===== src/rtl/stopwatch_ctrl.sv =====
// stopwatch_ctrl: button press detection, start/stop/lap/reset FSM and the
// 0.01 s prescaler that strobes the time counter. All outputs are registered.
module stopwatch_ctrl #(
    parameter int DIV   = 1_000_000,
    parameter int DIV_W = 20
) (
    input  logic       clk,
    input  logic       rstb,
    input  logic       btn_ss,
    input  logic       btn_lr,
    output logic       cnt_clr,
    output logic       cnt_inc,
    output logic       disp_load,
    output logic       disp_hold,
    output logic [1:0] state
);

    typedef enum logic [1:0] {
        IDLE  = 2'b00,
        RUN   = 2'b01,
        PAUSE = 2'b10,
        LAP   = 2'b11
    } state_t;

    localparam logic [DIV_W-1:0] PRE_MAX = DIV_W'(DIV - 1);

    state_t           st, st_nxt;
    logic [DIV_W-1:0] pre, pre_nxt;
    logic             ss_q, lr_q;
    logic             ss_press, lr_press;
    logic             running, wrap;
    logic             clr_nxt, load_nxt;

    // Rising-edge detect; ss has priority so a simultaneous lr is dropped.
    assign ss_press = btn_ss & ~ss_q;
    assign lr_press = btn_lr & ~lr_q & ~ss_press;

    // The tick is decided on the current state, so a wrap on the same edge
    // that leaves RUN/LAP still produces its strobe.
    assign running = (st == RUN) || (st == LAP);
    assign wrap    = running && (pre == PRE_MAX);

    assign state = st;

    // Next-state, command pulses and prescaler update.
    always_comb begin
        st_nxt   = st;
        clr_nxt  = 1'b0;
        load_nxt = 1'b0;
        pre_nxt  = pre;
        case (st)
            IDLE: begin
                if (ss_press)      st_nxt = RUN;
                else if (lr_press) clr_nxt = 1'b1;
            end
            RUN: begin
                if (ss_press) st_nxt = PAUSE;
                else if (lr_press) begin
                    st_nxt   = LAP;
                    load_nxt = 1'b1;
                end
            end
            LAP: begin
                if (ss_press)      st_nxt = PAUSE;
                else if (lr_press) st_nxt = RUN;
            end
            PAUSE: begin
                if (ss_press) st_nxt = RUN;
                else if (lr_press) begin
                    st_nxt  = IDLE;
                    clr_nxt = 1'b1;
                end
            end
            default: st_nxt = IDLE;
        endcase

        // Pause keeps the sub-tick fraction; IDLE (or the reset command) zeroes it.
        if (st == IDLE || clr_nxt) pre_nxt = '0;
        else if (running)          pre_nxt = wrap ? '0 : pre + DIV_W'(1);
    end

    // FSM state, prescaler and button history.
    always_ff @(posedge clk or negedge rstb) begin
        if (!rstb) begin
            st   <= IDLE;
            pre  <= '0;
            ss_q <= 1'b1;
            lr_q <= 1'b1;
        end else begin
            st   <= st_nxt;
            pre  <= pre_nxt;
            ss_q <= btn_ss;
            lr_q <= btn_lr;
        end
    end

    // Registered output pulses and display hold flag.
    always_ff @(posedge clk or negedge rstb) begin
        if (!rstb) begin
            cnt_clr   <= 1'b0;
            cnt_inc   <= 1'b0;
            disp_load <= 1'b0;
            disp_hold <= 1'b0;
        end else begin
            cnt_clr   <= clr_nxt;
            cnt_inc   <= wrap;
            disp_load <= load_nxt;
            disp_hold <= (st_nxt == LAP);
        end
    end

endmodule


===== config.mk =====
export PLATFORM = sky130hd
export DESIGN_NAME = stopwatch_ctrl
export DESIGN_NICKNAME = d
export VERILOG_FILES = /design/src/rtl/stopwatch_ctrl.sv
export SDC_FILE = /design/constraint.sdc
export NUM_CORES = 1
export LEC_CHECK = 0
export CAP_MARGIN = 15
export CORE_MARGIN = 1.5
export CORE_UTILIZATION = 30
export DETAILED_ROUTE_END_ITERATION = 8
export PLACE_DENSITY_LB_ADDON = 0.15
export SYNTH_ARGS = -nofsm -noshare
export SYNTH_HDL_FRONTEND = slang
export SYNTH_SLANG_ARGS = --single-unit

===== constraint.sdc =====
create_clock -name clk -period 1.91 [get_ports clk]
set_input_delay 0.191 -clock clk [delete_from_list [all_inputs] [get_ports clk]]
set_output_delay 0.191 -clock clk [all_outputs]
set_load 0.005 [all_outputs]

==> flow_metrics.env <==
export IMPL_synth_seq_cells=28
export IMPL_critPathKind="reg2reg"
export IMPL_core_um2=4750
export IMPL_cap_violations=0
export IMPL_rows=25
export IMPL_synth_nets=159
export IMPL_wl_mm=3.65
export IMPL_htreeDepth=1
export IMPL_finalNetCount=202
export IMPL_grt_pass1_wl_mm=6.49
export IMPL_yosys_area_top_type_share_pct=43.9
export IMPL_globalplace_congestion=0.762
export IMPL_synth_cells=154
export IMPL_slew_headroom_pct=73.2
export IMPL_synth_distinct_cells=41
export IMPL_insertion_delay_ns=0.28
export IMPL_setup_viol=17
export IMPL_start_util_pct=31.2
export IMPL_fmax_ghz=0.475
export IMPL_slowest_delay_ns=0.51
export IMPL_rsz0062_at_grt="yes"
export IMPL_crit_family="simple AND/OR/NAND/NOR gates"
export IMPL_area_delta_synth_final_pct=37.7
export IMPL_chipWidth_um=73.3
export IMPL_path_clk_slew_ns=0.10
export IMPL_yosysTopAreaCell="dfrtp_1"
export IMPL_drtIter0Drc=83
export IMPL_synthTopCellsByArea="dfrtp_1, nand3_1, o21ai_0"
export IMPL_ys_warn_count=0
export IMPL_wl_per_cell_um=13.9
export IMPL_setup_slack_ns=-0.197
export IMPL_irDropWorstVdd_uv=394
export IMPL_ys_flop_type="dfrtp_1"
export IMPL_grt_max_degree=29
export IMPL_cts_tree="done"
export IMPL_slew_violations=0
export IMPL_cts_buffers=3
export IMPL_ys_seq_area_share_pct=47.4
export IMPL_dp_hpwl_mm=2.60
export IMPL_drcViolationCount=0
export IMPL_insertedDiodeCount=0
export IMPL_cts_buffer_depth=2
export IMPL_r2r_end="pre[11]"
export IMPL_viasPerCell=5.00
export IMPL_startpoint_type="flop"
export IMPL_power_leakage_nw=0.889
export IMPL_synth_edff_count=0
export IMPL_worstPathRequired_ns=2.08
export IMPL_outcome="finished, violations left"
export IMPL_worst_r2r_cell_count=7
export IMPL_synth_most_common_cell="dfrtp_1"
export IMPL_cts_sinks=28
export IMPL_die_y_um=73.3
export IMPL_p_per_area_nw_per_um2=977
export IMPL_grt_pass1_vias=1353
export IMPL_cpMaxStageDelayCell="or4b_1"
export IMPL_root_buffer="clkbuf_8"
export IMPL_fin_skew_ns=0.00466
export IMPL_synth_avg_cell_area_um2=9.63
export IMPL_fin_util_pct=42.9
export IMPL_via_count=1316
export IMPL_ys_async_sr_fraction_pct=100
export IMPL_timing_rr_start="pre[8]"
export IMPL_hold_class="in2async"
export IMPL_whs_ns=0.283
export IMPL_cp_buffers_inverters=2
export IMPL_endpoint_kind="flop"
export IMPL_fin_setup_tns_ns=-2.27
export IMPL_design_die_area_um2=5370
export IMPL_finalCriticalPeriod_ns=2.11
export IMPL_numPortBuffers=9
export IMPL_critical_path_cell_chain="or4b_1 > or4_4 > o21ai_4 > buf_12 > buf_6 > nor3_2 > o21bai_1"
export IMPL_grtUsageTotal_pct=15.7
export IMPL_worstPathArrival_ns=2.27
export IMPL_grt_antenna_before_repair=0
export IMPL_synthTopCellsByCount="dfrtp_1, nand2_1, nand3_1, o21ai_0"
export IMPL_synth_area_um2=1480
export IMPL_period_share_pct=110
export IMPL_dr_pass1_iters=4
export IMPL_tightest_slew_ns=0.401
export IMPL_path_max_fanout=5
export IMPL_violations="setup timing"
export IMPL_drtAntennaViolNets=0
export IMPL_reg2reg_slack_ns=-0.20
export IMPL_drive_above_1_share_pct=31.6
export IMPL_pin_count=10
export IMPL_grt_overflow=0
export IMPL_finalHoldViolCount=0
-- worst max path at each step --
stage	endpoint	cells after the start	slack, ns	from
2_1_floorplan	pre[10]	7	-0.15	pre[7]
3_3_place_gp	pre[5]	4	-0.17	pre[8]
3_5_place_dp	pre[11]	6	-0.23	pre[8]
4_1_cts	pre[14]	6	-0.19	pre[8]
5_1_grt	pre[14]	6	-0.25	pre[8]
6_report	pre[11]	7	-0.20	pre[8]
-- cell families (layout without fill, tap and decap cells) --
logic type      after synthesis  in the layout  share of synthesized area (%)
flops                        28             28                           47.4
fa+ha+maj                     1              1                          0.844
buf+inv                      11             53                           4.47
mux                           2              2                           1.35
xor+xnor                      5              5                           2.95
compound gates               35             35                           15.9
simple gates                 72             72                           27.0
-- registers in the layout (all words and copies together) (netlist names) --
register / cells
lr_q: 1
cnt_inc: 1
cnt_clr: 1
state: 2
disp_hold: 1
disp_load: 1
ss_q: 1
pre: 20
-- layer usage --
metal | vias up | track usage [%] | share of wire (%)
li1 | 642 | - | -
met1 | 641 | 21.3 | 45
met2 | 28 | 25.4 | 49
met3 | 5 | 2.06 | 3.4
met4 | 0 | 6.38 | 1.7
met5 | - | 0 | 0
-- timing repair --
action	in CTS	in global routing
gates resized for setup	7	9
setup buffers	5	5
hold buffers	0	0
hold endpoints to repair	0	0
pin swaps	3	4
setup endpoints to repair	16	17
-- layout make-up --
type                            instances  area (um^2)
Inverter                                5         18.8
Timing Repair Buffer                   44          389
Clock buffer                            3         41.3
Sequential cell                        28          703
Multi-Input combinational cell        115          776
Fill cell                             476         2710
Tap cell                               67         83.8
Clock inverter                          1         30.0
-- cell usage in the layout, fill, tap and decap left out, types with 3 or more instances in the layout --
master           count
a21o_1               4
nand4_1              4
nor3_1               8
xnor2_1              5
a22o_1               4
buf_4               30
nand3_2              3
a21oi_2              5
clkdlybuf4s50_1      9
inv_1                5
nor2_1              10
clkbuf_8             3
dfrtp_1             26
or3_4                3
nand3_1             11
nand2_1             13
and3_1               3
buf_6                3
o21ai_0             10
-- report_power, final --
group / total [mW] / internal, mW / switching, mW
combinational: 0.792 / 0.421 / 0.371
sequential: 0.727 / 0.652 / 0.0742
clock: 0.475 / 0.281 / 0.194
-- stage by stage --
step	power [mW]	area, um^2	cells	setup WS (ns)
finish	1.99	2040	263	-0.197
global route	2.12	2040	263	-0.251
CTS	1.98	1970	259	-0.188
detailed placement	1.37	1840	250	-0.228
global placement	1.37	1840	250	-0.168
floorplan	1.13	1510	154	-0.149
Power figures use the tool's default switching activity.
